`src/rtl/trng_conditioner.sv`:
```
// Raw TRNG post-processor: repetition-count health test, optional von Neumann
// de-biasing, and MSB-first packing into words on a valid/ready output.
module trng_conditioner #(
    parameter int WORD_W    = 8,
    parameter int REP_LIMIT = 16
) (
    input  logic              clk,
    input  logic              rst_n,
    input  logic              ena,
    input  logic              raw_bit,
    input  logic              raw_valid,
    input  logic              vn_mode,
    output logic [WORD_W-1:0] out_data,
    output logic              out_valid,
    input  logic              out_ready,
    output logic              health_fail,
    output logic              overrun,
    input  logic              clr_fail
);

    localparam int              CW       = $clog2(WORD_W + 1);
    localparam logic [CW-1:0]   CNT_FULL = CW'(WORD_W);
    localparam logic [7:0]      REP_MAX  = 8'(REP_LIMIT);

    logic [WORD_W-1:0] sr_q, sr_d;
    logic [CW-1:0]     cnt_q, cnt_d;
    logic [WORD_W-1:0] out_data_q, out_data_d;
    logic              out_valid_q, out_valid_d;
    logic              health_fail_q, health_fail_d;
    logic              overrun_q, overrun_d;
    logic [7:0]        rep_cnt_q, rep_cnt_d;
    logic              last_bit_q, last_bit_d;
    logic              phase_q, phase_d;
    logic              first_q, first_d;
    logic              vn_prev_q, vn_prev_d;
    logic              cbit_q, cbit_d;
    logic              cbit_vld_q, cbit_vld_d;

    logic              accept;
    logic              phase_eff;
    logic              trip;
    logic              full;

    always_comb begin
        sr_d          = sr_q;
        cnt_d         = cnt_q;
        out_data_d    = out_data_q;
        out_valid_d   = out_valid_q;
        health_fail_d = health_fail_q;
        overrun_d     = overrun_q;
        rep_cnt_d     = rep_cnt_q;
        last_bit_d    = last_bit_q;
        first_d       = first_q;
        vn_prev_d     = vn_mode;
        cbit_d        = cbit_q;
        cbit_vld_d    = 1'b0;
        trip          = 1'b0;

        accept    = raw_valid && !health_fail_q;
        phase_eff = (vn_mode != vn_prev_q) ? 1'b0 : phase_q;
        phase_d   = phase_eff;
        full      = (cnt_q == CNT_FULL);

        // Stage 1: health test and conditioning on the raw bit
        if (accept) begin
            last_bit_d = raw_bit;
            if (rep_cnt_q != 8'd0 && raw_bit == last_bit_q) begin
                rep_cnt_d = (rep_cnt_q == REP_MAX) ? REP_MAX : rep_cnt_q + 8'd1;
            end else begin
                rep_cnt_d = 8'd1;
            end
            trip = (rep_cnt_d == REP_MAX);

            if (!vn_mode) begin
                cbit_vld_d = 1'b1;
                cbit_d     = raw_bit;
                phase_d    = 1'b0;
            end else if (!phase_eff) begin
                first_d = raw_bit;
                phase_d = 1'b1;
            end else begin
                phase_d = 1'b0;
                if (first_q != raw_bit) begin
                    cbit_vld_d = 1'b1;
                    cbit_d     = first_q;
                end
            end
        end

        // Stage 2: packing and word hand-off
        if (out_valid_q && out_ready) begin
            out_valid_d = 1'b0;
        end
        if (full && (!out_valid_q || out_ready)) begin
            out_data_d  = sr_q;
            out_valid_d = 1'b1;
            cnt_d       = '0;
            if (cbit_vld_q) begin
                sr_d  = {sr_q[WORD_W-2:0], cbit_q};
                cnt_d = CW'(1);
            end
        end else if (cbit_vld_q) begin
            if (full) begin
                overrun_d = 1'b1;
            end else begin
                sr_d  = {sr_q[WORD_W-2:0], cbit_q};
                cnt_d = cnt_q + CW'(1);
            end
        end

        if (trip) begin
            health_fail_d = 1'b1;
            out_valid_d   = 1'b0;
            sr_d          = '0;
            cnt_d         = '0;
            phase_d       = 1'b0;
            cbit_vld_d    = 1'b0;
        end

        // Recovery discards everything in flight, including this cycle's raw bit
        if (clr_fail) begin
            health_fail_d = 1'b0;
            overrun_d     = 1'b0;
            rep_cnt_d     = 8'd0;
            last_bit_d    = 1'b0;
            sr_d          = '0;
            cnt_d         = '0;
            phase_d       = 1'b0;
            out_valid_d   = 1'b0;
            cbit_vld_d    = 1'b0;
        end
    end

    always_ff @(posedge clk) begin
        if (!rst_n) begin
            sr_q          <= '0;
            cnt_q         <= '0;
            out_data_q    <= '0;
            out_valid_q   <= 1'b0;
            health_fail_q <= 1'b0;
            overrun_q     <= 1'b0;
            rep_cnt_q     <= 8'd0;
            last_bit_q    <= 1'b0;
            phase_q       <= 1'b0;
            first_q       <= 1'b0;
            vn_prev_q     <= 1'b0;
            cbit_q        <= 1'b0;
            cbit_vld_q    <= 1'b0;
        end else if (ena) begin
            sr_q          <= sr_d;
            cnt_q         <= cnt_d;
            out_data_q    <= out_data_d;
            out_valid_q   <= out_valid_d;
            health_fail_q <= health_fail_d;
            overrun_q     <= overrun_d;
            rep_cnt_q     <= rep_cnt_d;
            last_bit_q    <= last_bit_d;
            phase_q       <= phase_d;
            first_q       <= first_d;
            vn_prev_q     <= vn_prev_d;
            cbit_q        <= cbit_d;
            cbit_vld_q    <= cbit_vld_d;
        end
    end

    assign out_data    = out_data_q;
    assign out_valid   = out_valid_q;
    assign health_fail = health_fail_q;
    assign overrun     = overrun_q;

endmodule
```
`config.mk`:
```
export PLATFORM = sky130hd
export DESIGN_NAME = trng_conditioner
export DESIGN_NICKNAME = d
export VERILOG_FILES = /design/src/rtl/trng_conditioner.sv
export SDC_FILE = /design/constraint.sdc
export NUM_CORES = 1
export LEC_CHECK = 0
export BUFFER_PORTS_ARGS = -buffer_cell sky130_fd_sc_hd__buf_4
export CORE_ASPECT_RATIO = 0.8
export CORE_MARGIN = 1.5
export CORE_UTILIZATION = 40
export DETAILED_ROUTE_END_ITERATION = 8
export MAX_ROUTING_LAYER = met4
export PLACE_DENSITY = 0.57
export RECOVER_POWER = 100
export REMOVE_ABC_BUFFERS = 1
export SKIP_CTS_REPAIR_TIMING = 1
export SLEW_MARGIN = 5
export SYNTH_ARGS = -nofsm -noshare
export SYNTH_HDL_FRONTEND = slang
export SYNTH_SLANG_ARGS = --single-unit
export TNS_END_PERCENT = 30
```
`constraint.sdc`:
```
create_clock -name clk -period 2.9 [get_ports clk]
set_clock_uncertainty 0.05 [all_clocks]
set_input_delay 0.29 -clock clk [delete_from_list [all_inputs] [get_ports clk]]
set_output_delay 0.29 -clock clk [all_outputs]
set_load 0.02 [all_outputs]
```
## After elaboration in Yosys (flattened, before gate mapping)

Cells that the tools add are included.

- Bits in registers: 37
- Input bits: 8
- Output and inout bits: 11
- Logic and storage cells: 95

- $add $sub $neg: 2
- Equality and inequality tests: 10
- Muxes and demuxes: 45
- Bitwise gates (word level): 1
- Reductions and logical operators: 24

Operator list:

| cell | count |
|---|---|
| $mux 8 | 11 |
| $mux 1 | 29 |
| $mux 4 | 5 |
| $eq 8x5->1 const B | 2 |
| $reduce_and 4->1 | 3 |
| $add 8x1->8 const B | 1 |
| $reduce_and 2->1 | 4 |
| $reduce_bool 2->1 | 4 |
| $reduce_bool 4->1 | 2 |
| $reduce_bool 8->1 | 1 |
| $reduce_and 3->1 | 2 |
| $add 4x1->4 const B | 1 |
| $eq 4x4->1 const B | 1 |
| $logic_and 1x1->1 | 4 |
| $ne 2x1->1 const B | 2 |
| $ne 4x3->1 const B | 1 |
| $reduce_bool 3->1 | 1 |
| $logic_not 1->1 | 2 |
| $ne 1x1->1 | 2 |
| $ne 2x2->1 const B | 1 |
| $eq 1x1->1 | 1 |
| $logic_or 1x1->1 | 1 |
| $not 1->1 | 1 |

## Depth between registers and ports, before layout

- Word-level depth: 8
- Depth in mapped cells: 10
- Depth with buffers taken out: 9

## Least setup slack after synthesis

OpenSTA, ideal clock, no wires.

- Kind: reg-to-reg
- Start: register rep_cnt_q[1]
- End: register sr_q[7]
- Library setup time: 0.117 ns
- Data arrival time: 1.984 ns
- Data required time: 2.733 ns
- Setup slack: 0.749 ns
- Stages on the path, launching flop included: 9
- Path buffers: 0
- Period minus slack after synthesis: 2.151 ns
- Cells stage by stage: dfxtp_1 -> ha_1 -> nand3_1 -> nor3_1 -> nor3_1 -> o31a_1 -> and3_1 -> a311o_2 -> a22o_1

- Cells in the longest elaborated chain, start to end: 8
- Elaborated cells between the ends (all ways): 14
- Classes of those cells: add/sub (1); eq/ne (3); mux (6); reduce/logical (4)

RTL lines:

| item | line | source |
|---|---|---|
| from (decl) | 31 | `logic [7:0] rep_cnt_q, rep_cnt_d;` |
| from (signal assigned) | 156 | `rep_cnt_q <= rep_cnt_d;` |
| $add 8x1->8 (tied with other cells) | 68 | `rep_cnt_d = (rep_cnt_q == REP_MAX) ? REP_MAX : rep_cnt_q + 8'd1;` |
| $mux 8 or $logic_and 1x1->1 (tied branches) | 68, 67 |  |
| $mux 8 (*) | 67 | `if (rep_cnt_q != 8'd0 && raw_bit == last_bit_q) begin` |
| $mux 8 (*) | 65 | `if (accept) begin` |
| $eq 8x5->1 (*) | 72 | `trip = (rep_cnt_d == REP_MAX);` |
| $mux 1 (*) | 65 |  |
| $ne 4x3->1 (no source line) (tied with other cells) | n/a |  |
| $reduce_and 3->1 (no source line) or $mux 8 (tied branches) | n/a |  |
| to (signal assigned) | 150 | `sr_q <= sr_d;` |
| to (decl) | 25 | `logic [WORD_W-1:0] sr_q, sr_d;` |

Mark *: on every way between the ends. The rest lies on a longest branch, timed or not. The select of a mux whose other input is x is not followed.
A chain may end at the register's enable or synchronous reset.

## Final worst setup path

- Start: register rep_cnt_q[1]
- End: register sr_q[6]

The elaborated chain is that of the path after synthesis.

==> summary.txt <==
Synth
  • Share of the yosys chip area belonging to registers: 39.39%
  • Post-Syn Area: 0.001881 mm^2
  • Share of async-settable or async-resettable flops after synthesis: 0%
  • Number of unique standard cell types used by synthesis: 52
  • Most used DFF post-synth: sky130_fd_sc_hd__dfxtp_1
  • Number of cells produced by synthesis: 218
  • #FFs+latches synth: 37
  • Syn_area_per_cell: 8.626 um^2
  • Number of enable flip-flop cells after synthesis: 0
  • YS warnings: 0

Clocking
  • CTS Sinks: 37
  • CTS tree: yes
  • Post-CTS clock slew at the launch and capture registers of the worst setup and hold paths: ~70 ps
  • Maximum count of clock buffers along a single path: 2
  • Latest clock arrival within the worst-skew pair: 290 ps
  • CTS Buf Count: 5
  • H-tree levels: 2
  • Root buffer cell: sky130_fd_sc_hd__clkbuf_8

Layout
  • Count of antenna diodes in the layout: 0
  • Post-route cell area: 0.002074 mm^2
  • Most common cell after layout, fill and taps aside: sky130_fd_sc_hd__dfxtp_1
  • Count of nets after finishing: 247
  • Area growth from synthesis to final layout: 10.31%
  • Most frequent cells in the layout: sky130_fd_sc_hd__dfxtp_1, sky130_fd_sc_hd__nand2_1, sky130_fd_sc_hd__nand3_1
  • Layout cells sized above 1: about a tenth

Power and ir drop
  • Worst ir drop on vdd: 0.3108 mV
  • Leak Pwr: approximately 0.76 nW
  • Internal portion of total power: 0.7080 mW
  • Share of power burned in registers: 55.3%
  • Portion of total power attributed to combinational logic: 7.3%
  • Part of the total power dissipated in the clock network: 37.5%
  • Power dissipated by switching net loads: 0.2345 mW
  • Net switching fraction of the power: 24.88%
  • Pwr/cell area: 454.4 mW/mm^2

Floorplan
  • Number of placed I/O pins: 19
  • Die area: roughly 0.0051 mm^2
  • Area of the placeable core: 0.004542 mm^2
  • Std cell rows: 22
  • Effective utilization at floorplan: 41.40%
  • Die span in x: 79.66 um
  • Height of the die: 64.33 um

Global routing
  • GRT Residual Overflow: 0
  • Wire length of the first global-routing pass: between 6000 and 7000 um
  • Maximum number of pins on one net before global-route repair: 24
  • Via count of the first global-routing pass: 1480
  • Initial antenna violation count: 0
  • Overall routing resource usage: 17.96%

Detailed routing
  • Via density per instance: ~5.3
  • Number of detailed-route iterations in the first pass: 4
  • Post-detailed-route count of antenna-violating nets: 0
  • Final wirelength: 3864 um
  • Uppermost layer routed: met4
  • Sum of routed wire segments on met1: 2221 um
  • Routed length on met2: roughly 1400 um
  • Starting DRC count in detailed routing: around 150
  • Average detailed-routed wire length per instance: approximately 13 um
  • Detailed-routed wire length on met3: 145 um
  • Number of vias after detailed routing: 1562
  • DRC viols: 0

Setup path
  • Reg2Reg Launch Point: rep_cnt_q[1]$_SDFFE_PN0P_
  • Max incr delay on CP: 430 ps
  • Max stage delay cell, worst path: sky130_fd_sc_hd__a311o_1
  • Crit path DAT: 2550 ps
  • Nature of the critical path startpoint: register
  • Dominant delay contributor by cell family on the critical path: compound AO/OA/AOI/OAI gates
  • Critical path capture point type: register
  • Worst path bufs/invs: 0
  • Endpoint required time on the critical path: 3030 ps
  • Critical path's most frequent cell: sky130_fd_sc_hd__nor3_1
  • Critical path origin: rep_cnt_q[1]$_SDFFE_PN0P_
  • Type of the worst setup path: reg -> reg
  • CP Max Fanout: 8
  • Worst-path cell chain: ha_1 -> nand3_1 -> nor3_1 -> nor3_1 -> o31a_1 -> and3_1 -> a311o_1 -> a22o_1

Timing
  • Max Clock Freq: 414.0 MHz
  • Final min period: 2416 ps
  • Endpoints failing hold: 0
  • Sum of negative setup slack: 0 ps
  • Max transition margin: 28.24%
  • Final setup vio count: 0
  • Tightest Pin Transition: roughly 1100 ps
  • Ratio of final minimum period to clock period: 83.30%
  • Worst hold slack across all endpoints: 254.8 ps
  • Final worst slack: 484.3 ps
  • Fin. max-slew vios: 0
  • RSZ-0062 raised after global routing: false

Run
  • Maximum capacitance violations: 0

Place
  • DP Area: 0.002046 mm^2
  • Count of input and output buffers: 18
  • Place WS: 514.4 ps
  • Global placement routability congestion: between 0.7 and 0.8
  • HPWL after detailed placement: about 2800 um

Hold path
  • Worst min-delay path class: in -> reg
  • Hold Startpoint: raw_bit

Run status
  • Outcome: completed
flip-flops by register name, indices dropped and copies added (netlist names), 4 cells and up:
| register | cells |
|---|---|
| sr_q | 8 |
| out_data | 8 |
| rep_cnt_q | 8 |
| cnt_q | 4 |
worst min-delay path, delay by kind of cell:
family / cells / cell delay, ps
buffers and inverters: 1 / 110
AND/OR/NAND/NOR: 1 / 100
multiplexers: 1 / 60
cell usage after synthesis (2+ instances only):
cell	count	area, um^2
sky130_fd_sc_hd__dfxtp_1	37	740.7
sky130_fd_sc_hd__nand2_1	25	93.84
sky130_fd_sc_hd__nand3_1	16	80.08
sky130_fd_sc_hd__nor2_1	13	48.80
sky130_fd_sc_hd__nor2b_1	12	75.07
sky130_fd_sc_hd__o21ai_0	12	60.06
sky130_fd_sc_hd__a21boi_0	11	82.58
sky130_fd_sc_hd__a21oi_1	10	50.05
sky130_fd_sc_hd__a22o_1	8	70.07
sky130_fd_sc_hd__inv_1	6	22.52
sky130_fd_sc_hd__clkbuf_1	5	18.77
sky130_fd_sc_hd__ha_1	4	50.05
sky130_fd_sc_hd__nor3_1	4	20.02
sky130_fd_sc_hd__buf_6	3	33.78
sky130_fd_sc_hd__mux2i_1	3	30.03
sky130_fd_sc_hd__nand4_1	3	18.77
sky130_fd_sc_hd__xor2_1	3	26.28
sky130_fd_sc_hd__a21boi_1	2	15.01
sky130_fd_sc_hd__a22oi_1	2	15.01
sky130_fd_sc_hd__a32oi_1	2	17.52
sky130_fd_sc_hd__and3_1	2	12.51
sky130_fd_sc_hd__buf_1	2	7.510
sky130_fd_sc_hd__o31a_1	2	17.52
sky130_fd_sc_hd__or3_2	2	15.01
sky130_fd_sc_hd__xnor2_1	2	17.52
path summary, 6_finish.rpt:
path | end | slack (ps) | cells past startpoint
worst min register to register | out_data[3]$_SDFFE_PN0P_ | 410 | 2
worst min-delay path | first_q$_SDFFE_PN0P_ | 250 | 3
worst max register to register | sr_q[6]$_SDFFE_PN0P_ | 480 | 8
worst max-delay path | sr_q[6]$_SDFFE_PN0P_ | 480 | 8
kinds of logic after synthesis:
logic type | after synthesis | synth area share, %
fa+ha+maj | 4 | 2.661
xor+xnor | 5 | 2.329
buf+inv | 16 | 4.391
compound gates | 61 | 23.02
mux | 3 | 1.597
simple gates | 92 | 26.62
flops | 37 | 39.39
power by group through the flow:
stage               logic (mW)  clock network [mW]  registers, mW
floorplan               0.0408                   0          0.531
global placement        0.0696                   0          0.533
detailed placement      0.0695                   0          0.533
CTS                     0.0699               0.365          0.521
global route            0.0781               0.382          0.523
finish                  0.0686               0.353          0.521
stage by stage:
stage               instances  power [mW]  utilization, %
global placement          288      0.6030           45.04
CTS                       296      0.9559           46.94
global route              296      0.9833           45.67
finish                    296      0.9426           45.67
detailed placement        288      0.6023           45.04
floorplan                 208      0.5723               -
layout make-up:
type | instances | area (um^2)
fill | 468 | 2467
clock buffer | 5 | 68.82
clock inverter | 3 | 17.52
tap | 60 | 75.07
timing repair buffer | 20 | 101.3
multi-input combinational | 165 | 1049
inverter | 6 | 22.52
sequential | 37 | 740.7
per-layer routing:
metal	vias to the layer above	track usage (%)
met5	-	-
met4	0	7.237
met3	4	4.286
met2	27	22.88
met1	715	26.58
li1	816	-
(Power assumes the default switching activity.)
